### config.mk
export PLATFORM = sky130hd
export DESIGN_NAME = fetch_unit
export DESIGN_NICKNAME = d
export VERILOG_FILES = /design/src/rtl/fetch_unit_pkg.sv /design/src/rtl/fetch_unit_fetch_buffer.sv /design/src/rtl/fetch_unit.sv
export SDC_FILE = /design/constraint.sdc
export NUM_CORES = 1
export LEC_CHECK = 0
export ABC_AREA = 1
export CAP_MARGIN = 15
export CELL_PAD_IN_SITES_DETAIL_PLACEMENT = 0
export CELL_PAD_IN_SITES_GLOBAL_PLACEMENT = 1
export CORE_UTILIZATION = 34
export DETAILED_ROUTE_END_ITERATION = 8
export MAX_ROUTING_LAYER = met4
export PLACE_DENSITY = 0.8
export SLEW_MARGIN = 20
export SYNTH_ARGS = -nofsm -noshare
export SYNTH_HDL_FRONTEND = slang
export SYNTH_HIERARCHICAL = 1
export SYNTH_SLANG_ARGS = --single-unit
### constraint.sdc
create_clock -name clk_i -period 6.9 [get_ports clk_i]
set_input_delay 1.035 -clock clk_i [delete_from_list [all_inputs] [get_ports clk_i]]
set_output_delay 1.035 -clock clk_i [all_outputs]
set_load 0.03 [all_outputs]
### src/rtl/fetch_unit_pkg.sv
// Shared fetch constants and the {pc, instr} queue entry type.
// The constants are also used by the CPU top and the branch adder.
package fetch_unit_pkg;

  localparam logic [31:0] RESET_PC     = 32'h0000_0000;
  localparam logic [31:0] INSTR_LENGTH = 32'd4;

  typedef struct packed {
    logic [31:0] pc;
    logic [31:0] instr;
  } fetch_entry_t;

  function automatic logic [31:0] align_pc(input logic [31:0] pc);
    return {pc[31:2], 2'b00};
  endfunction

endpackage

### src/rtl/fetch_unit_fetch_buffer.sv
// Two-entry FIFO of {pc, instr}. Slot 0 is always the head.
// Flush wins over push and pop. Only the occupancy count is reset.
module fetch_buffer
  import fetch_unit_pkg::*;
(
  input  logic         clk_i,
  input  logic         rst_i,
  input  logic         push_i,
  input  logic         pop_i,
  input  logic         flush_i,
  input  fetch_entry_t din_i,
  output fetch_entry_t dout_o,
  output logic [1:0]   count_o
);

  fetch_entry_t ent0_q, ent0_d;
  fetch_entry_t ent1_q, ent1_d;
  logic [1:0]   cnt_q, cnt_d;

  always_comb begin
    ent0_d = ent0_q;
    ent1_d = ent1_q;
    cnt_d  = cnt_q;
    if (flush_i) begin
      cnt_d = 2'd0;
    end else begin
      unique case ({push_i, pop_i})
        2'b10: begin
          if (cnt_q == 2'd0) ent0_d = din_i;
          else               ent1_d = din_i;
          cnt_d = cnt_q + 2'd1;
        end
        2'b01: begin
          ent0_d = ent1_q;
          cnt_d  = cnt_q - 2'd1;
        end
        // Simultaneous push and pop: the count is unchanged.
        2'b11: begin
          if (cnt_q == 2'd2) begin
            ent0_d = ent1_q;
            ent1_d = din_i;
          end else begin
            ent0_d = din_i;
          end
        end
        default: ;
      endcase
    end
  end

  always_ff @(posedge clk_i) begin
    if (rst_i) cnt_q <= 2'd0;
    else       cnt_q <= cnt_d;
  end

  always_ff @(posedge clk_i) begin
    ent0_q <= ent0_d;
    ent1_q <= ent1_d;
  end

  assign dout_o  = ent0_q;
  assign count_o = cnt_q;

endmodule

### src/rtl/fetch_unit.sv
// Instruction fetch stage: owns the PC, fetches from combinational imem,
// queues two {pc, instr} entries, and handles branch redirects.
module fetch_unit
  import fetch_unit_pkg::*;
(
  input  logic        clk_i,
  input  logic        rst_i,
  input  logic        start_i,
  output logic [31:0] imem_addr_o,
  input  logic [31:0] imem_instr_i,
  input  logic        redirect_i,
  input  logic [31:0] redirect_pc_i,
  output logic        instr_valid_o,
  input  logic        instr_ready_i,
  output logic [31:0] instr_o,
  output logic [31:0] pc_o,
  output logic [31:0] fetch_cnt_o
);

  logic [31:0]  fetch_pc_q, fetch_pc_d;
  logic [31:0]  fetch_cnt_q, fetch_cnt_d;
  logic [1:0]   count;
  logic         push, pop;
  fetch_entry_t head, tail_in;

  assign instr_valid_o = (count != 2'd0) && !redirect_i;
  assign pop           = instr_valid_o && instr_ready_i;
  assign push          = start_i && !redirect_i && ((count < 2'd2) || pop);

  assign tail_in.pc    = fetch_pc_q;
  assign tail_in.instr = imem_instr_i;

  fetch_buffer u_buf (
    .clk_i   (clk_i),
    .rst_i   (rst_i),
    .push_i  (push),
    .pop_i   (pop),
    .flush_i (redirect_i),
    .din_i   (tail_in),
    .dout_o  (head),
    .count_o (count)
  );

  // Redirect has priority over fetch advance; pop is already gated by it.
  always_comb begin
    fetch_pc_d  = fetch_pc_q;
    fetch_cnt_d = fetch_cnt_q;
    if (redirect_i)  fetch_pc_d = align_pc(redirect_pc_i);
    else if (push)   fetch_pc_d = fetch_pc_q + INSTR_LENGTH;
    if (pop)         fetch_cnt_d = fetch_cnt_q + 32'd1;
  end

  always_ff @(posedge clk_i) begin
    if (rst_i) begin
      fetch_pc_q  <= RESET_PC;
      fetch_cnt_q <= 32'd0;
    end else begin
      fetch_pc_q  <= fetch_pc_d;
      fetch_cnt_q <= fetch_cnt_d;
    end
  end

  assign imem_addr_o = fetch_pc_q;
  assign instr_o     = head.instr;
  assign pc_o        = head.pc;
  assign fetch_cnt_o = fetch_cnt_q;

endmodule

# Word level (Yosys, flattened, before mapping)
# Cells that the tools add are included.
# W data, S select, Z words.
[op_classes] add_sub_neg=4 eq_ne=7 n_bitwise=1 reduce_logical=15 order_cmp=1 mux=9
[op_table] operator="$mux W64" n=4
[op_table] operator="$pmux W64 S3" n=1
[op_table] operator="$pmux W64 S2" n=1
[op_table] operator="$mux W32" n=2
[op_table] operator="$add A32 B1 Y32 const B" n=1
[op_table] operator="$add A32 B3 Y32 const B" n=1
[op_table] operator="$reduce_bool A2 Y1" n=4
[op_table] operator="$eq A2 B2 Y1 const B" n=3
[op_table] operator="$logic_and A1 B1 Y1" n=4
[op_table] operator="$ne A2 B1 Y1 const B" n=2
[op_table] operator="$pmux W2 S2" n=1
[op_table] operator="$reduce_and A4 Y1" n=1
[op_table] operator="$reduce_and A3 Y1" n=1
[op_table] operator="$reduce_bool A3 Y1" n=1
[op_table] operator="$add A2 B1 Y2 const B" n=1
[op_table] operator="$eq A2 B1 Y1 const B" n=1
[op_table] operator="$logic_not A2 Y1" n=1
[op_table] operator="$lt A2 B2 Y1 const B" n=1
[op_table] operator="$ne A2 B2 Y1 const B" n=1
[op_table] operator="$reduce_or A2 Y1" n=1
[op_table] operator="$sub A2 B1 Y2 const B" n=1
[op_table] operator="$logic_not A1 Y1" n=1
[op_table] operator="$logic_or A1 B1 Y1" n=1
[op_table] operator="$not A1 Y1" n=1
[totals] output_inout_bits=129 inputBits=69 ff_bits=194

# Depth between registers and ports, before layout
# Gate-level depths: netlist of run 1.
[depth] word_depth=8 mapped_depth=13

# Hierarchy
# The synthesis of run 1 kept the hierarchy.
[modules_own_cells] module="fetch_buffer" area_per_inst_um2=5032.3 instances=1 cells_per_inst=372 seq_area_each_um2=3883.7
[modules_own_cells] module="fetch_unit" area_per_inst_um2=4018.9 instances=1 cells_per_inst=704 seq_area_each_um2=1241.2

# Worst setup path before layout of run 1
# Ideal clock, no wire load.
[synth_path] kind="input to register" startpoint="input instr_ready_i" endpoint="register u_buf.ent0_q, in the netlist u_buf/dout_o[0] (enable)" path_buffers=1 setup_ns=0.564 stages=8 slack_ns=-0.105 required_ns=6.336 t_arrival_ns=6.440 cell_sequence="inv_1 > nor3_4 > clkbuf_1 > inv_1 > ha_1 > inv_1 > nor2_1 > nor3_1"
[synth_between] elab_chain_len=6
[synth_lines] item="from (decl)" line="fetch_unit.sv:14" text="input logic instr_ready_i,"
[synth_lines] item="$logic_and A1 B1 Y1 *" line="fetch_unit.sv:27" text="assign pop = instr_valid_o && instr_ready_i;"
[synth_lines] item="via pop" line="fetch_unit.sv:23" text="logic push, pop;"
[synth_lines] item="$logic_or A1 B1 Y1" line="fetch_unit.sv:28" text="assign push = start_i && !redirect_i && ((count < 2'd2) || pop);"
[synth_lines] item="$logic_and A1 B1 Y1" line="fetch_unit.sv:28"
[synth_lines] item="$eq A2 B2 Y1 or $eq A2 B1 Y1 (tied branches)" line="fetch_unit_fetch_buffer.sv:27" text="unique case ({push_i, pop_i})"
[synth_lines] item="$ne A2 B1 Y1 (no source line) or $reduce_bool A3 Y1 (tied branches)"
[synth_lines] item="$reduce_and A3 Y1 (no source line) *"
[synth_lines] item="to (signal assigned)" line="fetch_unit_fetch_buffer.sv:57" text="ent0_q <= ent0_d;"
[synth_lines] item="to (decl)" line="fetch_unit_fetch_buffer.sv:16" text="fetch_entry_t ent0_q, ent0_d;"
# The timed path passes the listed nets; every way through them passes the cells marked *.
# A chain may end at the register's enable or synchronous reset.

# Worst setup path in the final report of run 1
[layout_path] startpoint="input redirect_i" endpoint="register u_buf.ent0_q, in the netlist u_buf/dout_o[0], data pin"
[layout_between] elab_chain_len=7
[layout_lines] item="from (decl)" line="fetch_unit.sv:11" text="input logic redirect_i,"
[layout_lines] item="$logic_not A1 Y1 *" line="fetch_unit.sv:26, fetch_unit.sv:28"
[layout_lines] item="$logic_and A1 B1 Y1" line="fetch_unit.sv:26" text="assign instr_valid_o = (count != 2'd0) && !redirect_i;"
[layout_lines] item="$logic_and A1 B1 Y1" line="fetch_unit.sv:27"
[layout_lines] item="$logic_or A1 B1 Y1" line="fetch_unit.sv:28"
[layout_lines] item="$logic_and A1 B1 Y1" line="fetch_unit.sv:28"
[layout_lines] item="$eq A2 B2 Y1 or $eq A2 B1 Y1 (tied branches)" line="fetch_unit_fetch_buffer.sv:27"
[layout_lines] item="$pmux W64 S3 *" line="fetch_unit_fetch_buffer.sv:27"
# Mark *: on every way between the ends. The rest lies on a longest branch, timed or not.

==> results.toml, run 1 <==
[outcome]
outcome = "finished, final reports clean"

[synth]
avgSynthCellArea_sq_um = 8.412
synth_cells = 1076
synth.distinct_cells = 35
synthTopCellsByCount = "386 x nand2_1, 128 x edfxtp_1, 117 x nand3_1"
ys_warn_count = 6
synth.most_common_cell = "nand2_1"
syn_area_sq_um = 9051
async_reset_ff_share_pct = 0
synth_edf_count = 128
ys_top_cells_by_area = "edfxtp_1 42%, nand2_1 16%, dfxtp_1 14%"
synth_top_cell_by_area = "edfxtp_1"
synth-seq-cells = 192
seq_area_frac_synth_pct = 56.62
synth_ff_type = "edfxtp_1"
yosysTopAreaCellShare_pct = 42.47

[cts]
cts_root_buf = "clkbuf_16"
cts_hold_buffers = 0
cts_tree = "done"
cts_max_level = 4
cts.sinks = 192
cts_resized = 0
postCtsSetupBuffers = 0
clk_path_buf_depth = 2
insertion_delay_ns = 0.44
cts_buffers = 17
cts.clk_slew.worst_paths_ns = 0.09

[floorplan]
ios = 198
core_area_sq_um = 26060
chipHeight_um = 165.2
start_util_pct = 34.73
placementRows = 59
die_width_um = 165.2
dieArea_sq_um = 27280

[sta]
min_period_ns = 4.496
fmax_ghz = 0.2224
worst_slew_pin_slew_ns = 0.8667
rsz0062_at_grt = "false"
slew_headroom_pct = 42.06
hold_viol_final = 0
skew_ns = 0.01942
fin_tns_setup_ns = 0
finalCritPeriodShare_pct = 65.15
whs_ns = 0.4823
drv_slew = 0
setup_viol = 0

[worst_setup_path]
worstPathArrival_ns = 4.81
critPathRequiredTime_ns = 7.21
crit_type = "primary input to register"
start_kind = "primary input"
endpoint_kind = "register"
cp_max_fo = 35

[routing]
wl_per_cell_um = 15.83
drt-initial-drc-count = 543
antenna_left = 0
routed_via_density = 4.813
routed_wl_um = 25540
wl_met3_um = 1763
routedLengthMet1_um = 11180
firstDrtPassIters = 5
vias = 7764
top_layer = "met4"
wl_met2_um = 12140
remaining_drc_errors = 0

[power]
ir_drop_v = 0.0002177
powerDensity_nw_per_um2 = 219.6
power.total_uw = 2611
leakage_uw = 0.004308

[global_route]
grt_pass1_wl_um = 39470
grt_max_degree = 65
grtUsageTotal_pct = 19.59
first_global_vias = 7287
overflow = 0
antenna_found_initial = 3

[placed_design]
place_congestion = 0.8398
portBuffers = 193
dpl.hpwl_um = 17770

[finish]
seq_area_sq_um = 5125
num-nets-final = 1337
area_growth_syn_to_layout_pct = 31.35
drive_gt1_share_pct = 4.863
multi_input_area_sq_um = 3371
fill_cells = 2502

[run]
cap_violations = 0

[min_path]
hold_path_class = "register to register"
[final timing paths]
check,start,to,slack (ns),cells after the start
max,redirect_i,u_buf/dout_o[0]$_DFFE_PP_,2.40,11
min,fetch_cnt_o[8]$_SDFFE_PP0P_,fetch_cnt_o[8]$_SDFFE_PP0P_,0.48,2
max reg2reg,u_buf/count_o[1]$_SDFFE_PP0P_,u_buf/dout_o[0]$_DFFE_PP_,3.32,9
min reg2reg,fetch_cnt_o[8]$_SDFFE_PP0P_,fetch_cnt_o[8]$_SDFFE_PP0P_,0.48,2
[cell usage in the layout (no fill, tap or decap), drive strengths merged, types with 2 or more instances in the layout]
cell type / instances
nand3: 119
buf: 8
xnor2: 2
conb: 6
or2: 2
a21oi: 52
nor3: 6
clkbuf: 17
diode: 3
ha: 6
clkdlybuf4s50: 193
dfxtp: 64
nor3b: 3
nor2: 122
xor2: 10
edfxtp: 128
inv: 98
nand2: 387
a31oi: 4
nand4: 8
o21ai: 29
clkinv: 4
and2: 3
[routing by layer]
layer | up-vias | global-route usage [%]
met4 | 0 | 5.796
met3 | 21 | 4.570
met5 | - | -
met2 | 234 | 32.12
met1 | 3616 | 23.93
li1 | 3893 | -
[worst max-delay path, stage by stage]
cell	delay, ns
clkdlybuf4s50_1	0.40
buf_4	0.27
inv_2	0.20
nand3_2	0.12
inv_2	0.43
ha_1	0.31
nand3_2	0.56
nand2_2	0.81
buf_4	0.44
nand2_1	0.09
nand2_1	0.10
[report_power, final]
part / switching [uW] / internal, uW / total, uW / leakage [uW]
Combinational: 142 / 103 / 245 / 0.00230
Clock: 558 / 518 / 1080 / 0.000312
Sequential: 32.4 / 1260 / 1290 / 0.00169
[cell families (layout without fill, tap and decap cells)]
| kind of cell | Yosys count | count (layout) | share of synthesized area [%] |
|---|---|---|---|
| compound gates | 89 | 89 | 5.129 |
| simple gates | 650 | 650 | 29.62 |
| buf+inv | 126 | 320 | 6.594 |
| other cells | 1 | 9 | 0.04143 |
| fa+ha+maj | 6 | 6 | 0.8294 |
| xor+xnor | 12 | 12 | 1.161 |
| flops | 192 | 192 | 56.62 |
[through the flow]
step	util [%]	cells	setup slack, ns	area, sq um
2_1_floorplan	-	1081	0.8575	9075
3_3_place_gp	43.11	1578	1.964	11230
3_5_place_dp	43.11	1578	1.900	11230
4_1_cts	45.59	1610	2.375	11880
5_1_grt	45.62	1613	2.061	11890
6_report	45.62	1613	2.404	11890
[layout make-up]
cell class              count  area share (%)
clock inverters            15           1.873
flip-flops and latches    192           43.11
inverters                  87           2.747
multi-input cells         763           28.35
repair buffers            201           16.75
diodes                      3         0.06314
clock buffers              17           3.578
well taps                 335           3.526
[flip-flops by register name, summed over array words and instances (netlist names)]
name	cells
u_buf/count_o	2
u_buf/dout_o	64
u_buf/ent1_q	64
fetch_cnt_o	32
imem_addr_o	30
No activity file was read; power rests on OpenSTA's default activity.
==> run 2, diff against run 1 <==
- CORE_UTILIZATION: 34 -> 38
- PLACE_DENSITY: 0.8 -> 0.85
- clock period: 6.9 -> 4.4 ns (I/O delays scaled with it)
==> run 2 against run 1 <==
Effect of this change:
- design area shrank 0.23%
- register-to-register slack lost 1.6 ns
- clock skew shrank 0.0063 ns
- critical path type unchanged
- die area shrank 10%
- via count shrank 1.1%
- cell count shrank 0.93%
- hold slack lost 0.0095 ns
- combinational power grew 56%
- clock power grew 44%
- non-clock buffer count grew 1
- sequential cell count is the same
- global-route usage grew 1.0 points
- largest power group unchanged
==> results.toml, run 2 (same netlist as run 1, synthesis figures left out) <==
[cts]
cts.sinks = 192
cts_hold_buffers = 0
cts.clk_slew.worst_paths_ns = 0.08
postCtsSetupBuffers = 0
cts_resized = 0
cts_tree = "done"
cts_buffers = 17
clk_path_buf_depth = 2
insertion_delay_ns = 0.43
cts_root_buf = "clkbuf_16"
cts_max_level = 4

[global_route]
overflow = 0
grtUsageTotal_pct = 20.61
grt_max_degree = 65
first_global_vias = 6849
grt_pass1_wl_um = 37520
antenna_found_initial = 3

[sta]
fmax_ghz = 0.3295
layout_setup_ws_ns = 1.365
skew_ns = 0.01312
whs_ns = 0.4728
setup_viol = 0
slew_headroom_pct = 37.09
fin_tns_setup_ns = 0
finalCritPeriodShare_pct = 68.97
rsz0062_at_grt = "false"
hold_viol_final = 0
drv_slew = 0
worst_slew_pin_slew_ns = 0.9436
min_period_ns = 3.035

[power]
p_int_uw = 2908
swShare_pct = 26.51
seq_power_share_pct = 51.1
leakage_uw = 0.004298
ir_drop_v = 0.0002150
powerDensity_nw_per_um2 = 333.5
clock_power_share_pct = 39.2
power.total_uw = 3956
switching_power_uw = 1049
comb_power_share_pct = 9.7

[placed_design]
post-place-ws_ns = 0.9021
portBuffers = 193
place_congestion = 0.8562
dpl.hpwl_um = 16850

[floorplan]
die_width_um = 156.3
start_util_pct = 38.68
ios = 198
placementRows = 56
chipHeight_um = 156.3
dieArea_sq_um = 24440
core_area_sq_um = 23400

[worst_setup_path]
worstPathArrival_ns = 3.33
rr_worst_depth = 10
endpoint_kind = "register"
start_kind = "primary input"
crit_type = "primary input to register"
critPathRequiredTime_ns = 4.69
cp_max_fo = 45

[finish]
area_growth_syn_to_layout_pct = 31.05
post-route-util_pct = 50.68
num-nets-final = 1338
fill_cells = 2266
multi_input_area_sq_um = 3371
mostFrequentLayoutCells = "386 x nand2_1, 193 x clkdlybuf4s50_1, 128 x edfxtp_1, 117 x nand3_1, 115 x nor2_1"
seq_area_sq_um = 5125
layout_commonest_cell = "nand2_1"
drive_gt1_share_pct = 4.937

[routing]
vias = 7678
remaining_drc_errors = 0
antenna_left = 0
drt-initial-drc-count = 471
routed_wl_um = 24450
routed_via_density = 4.805
firstDrtPassIters = 5
wl_per_cell_um = 15.30

[run]
cap_violations = 0

[min_path]
hold_path_class = "register to register"
min_path_cells = 2

[outcome]
outcome = "finished, final reports clean"
run 2: changes by cell type in the layout (fill, tap and decap cells not counted), sizes merged:
| cell | change |
|---|---|
| inv | -5 |
| clkinv | +4 |
| buf | +1 |
| clkinvlp | +1 |
run 2: critical path, stage by stage:
cell and delay, ns:
clkdlybuf4s50_1 0.47, inv_1 0.08, nand2_1 0.16, nand3_2 0.13, inv_2 0.11, inv_1 0.06
ha_1 0.23, inv_2 0.08, or2_2 0.73, buf_4 0.39, nand3_1 0.11, nand2_1 0.09
run 2: final cells by class:
class                   count  share of cell area, %
repair buffers            202                  17.07
inverters                  87                  2.753
multi-input cells         763                  28.42
clock inverters            15                  1.540
flip-flops and latches    192                  43.21
well taps                 319                  3.365
clock buffers              17                  3.586
diodes                      3                0.06329
run 2: worst paths after layout:
check	start	slack (ns)	to
setup reg to reg	u_buf/count_o[1]$_SDFFE_PP0P_	1.73	u_buf/dout_o[63]$_DFFE_PP_
setup / recovery	instr_ready_i	1.37	u_buf/dout_o[63]$_DFFE_PP_
hold reg to reg	fetch_cnt_o[13]$_SDFFE_PP0P_	0.47	fetch_cnt_o[13]$_SDFFE_PP0P_
hold / removal	fetch_cnt_o[13]$_SDFFE_PP0P_	0.47	fetch_cnt_o[13]$_SDFFE_PP0P_
run 2: routing by layer:
metal,GRT usage (%),share of wire (%)
met1,26.55,44
met2,32.06,47
met3,5.123,7.3
met4,5.976,1.3
met5,-,0
run 2: power groups by stage:
stage / registers, uW / clock network, uW / logic, uW
floorplan: 2120 / 0 / 131
global placement: 2060 / 0 / 381
detailed placement: 2070 / 0 / 385
CTS: 2020 / 1600 / 387
global route: 2030 / 1660 / 416
finish: 2020 / 1550 / 382
run 2: stage by stage:
stage	std cells	area, sq um
after CTS	1595	11850
final	1598	11860
after global placement	1563	11250
after floorplan	1081	9085
after detailed placement	1563	11250
after global routing	1598	11860
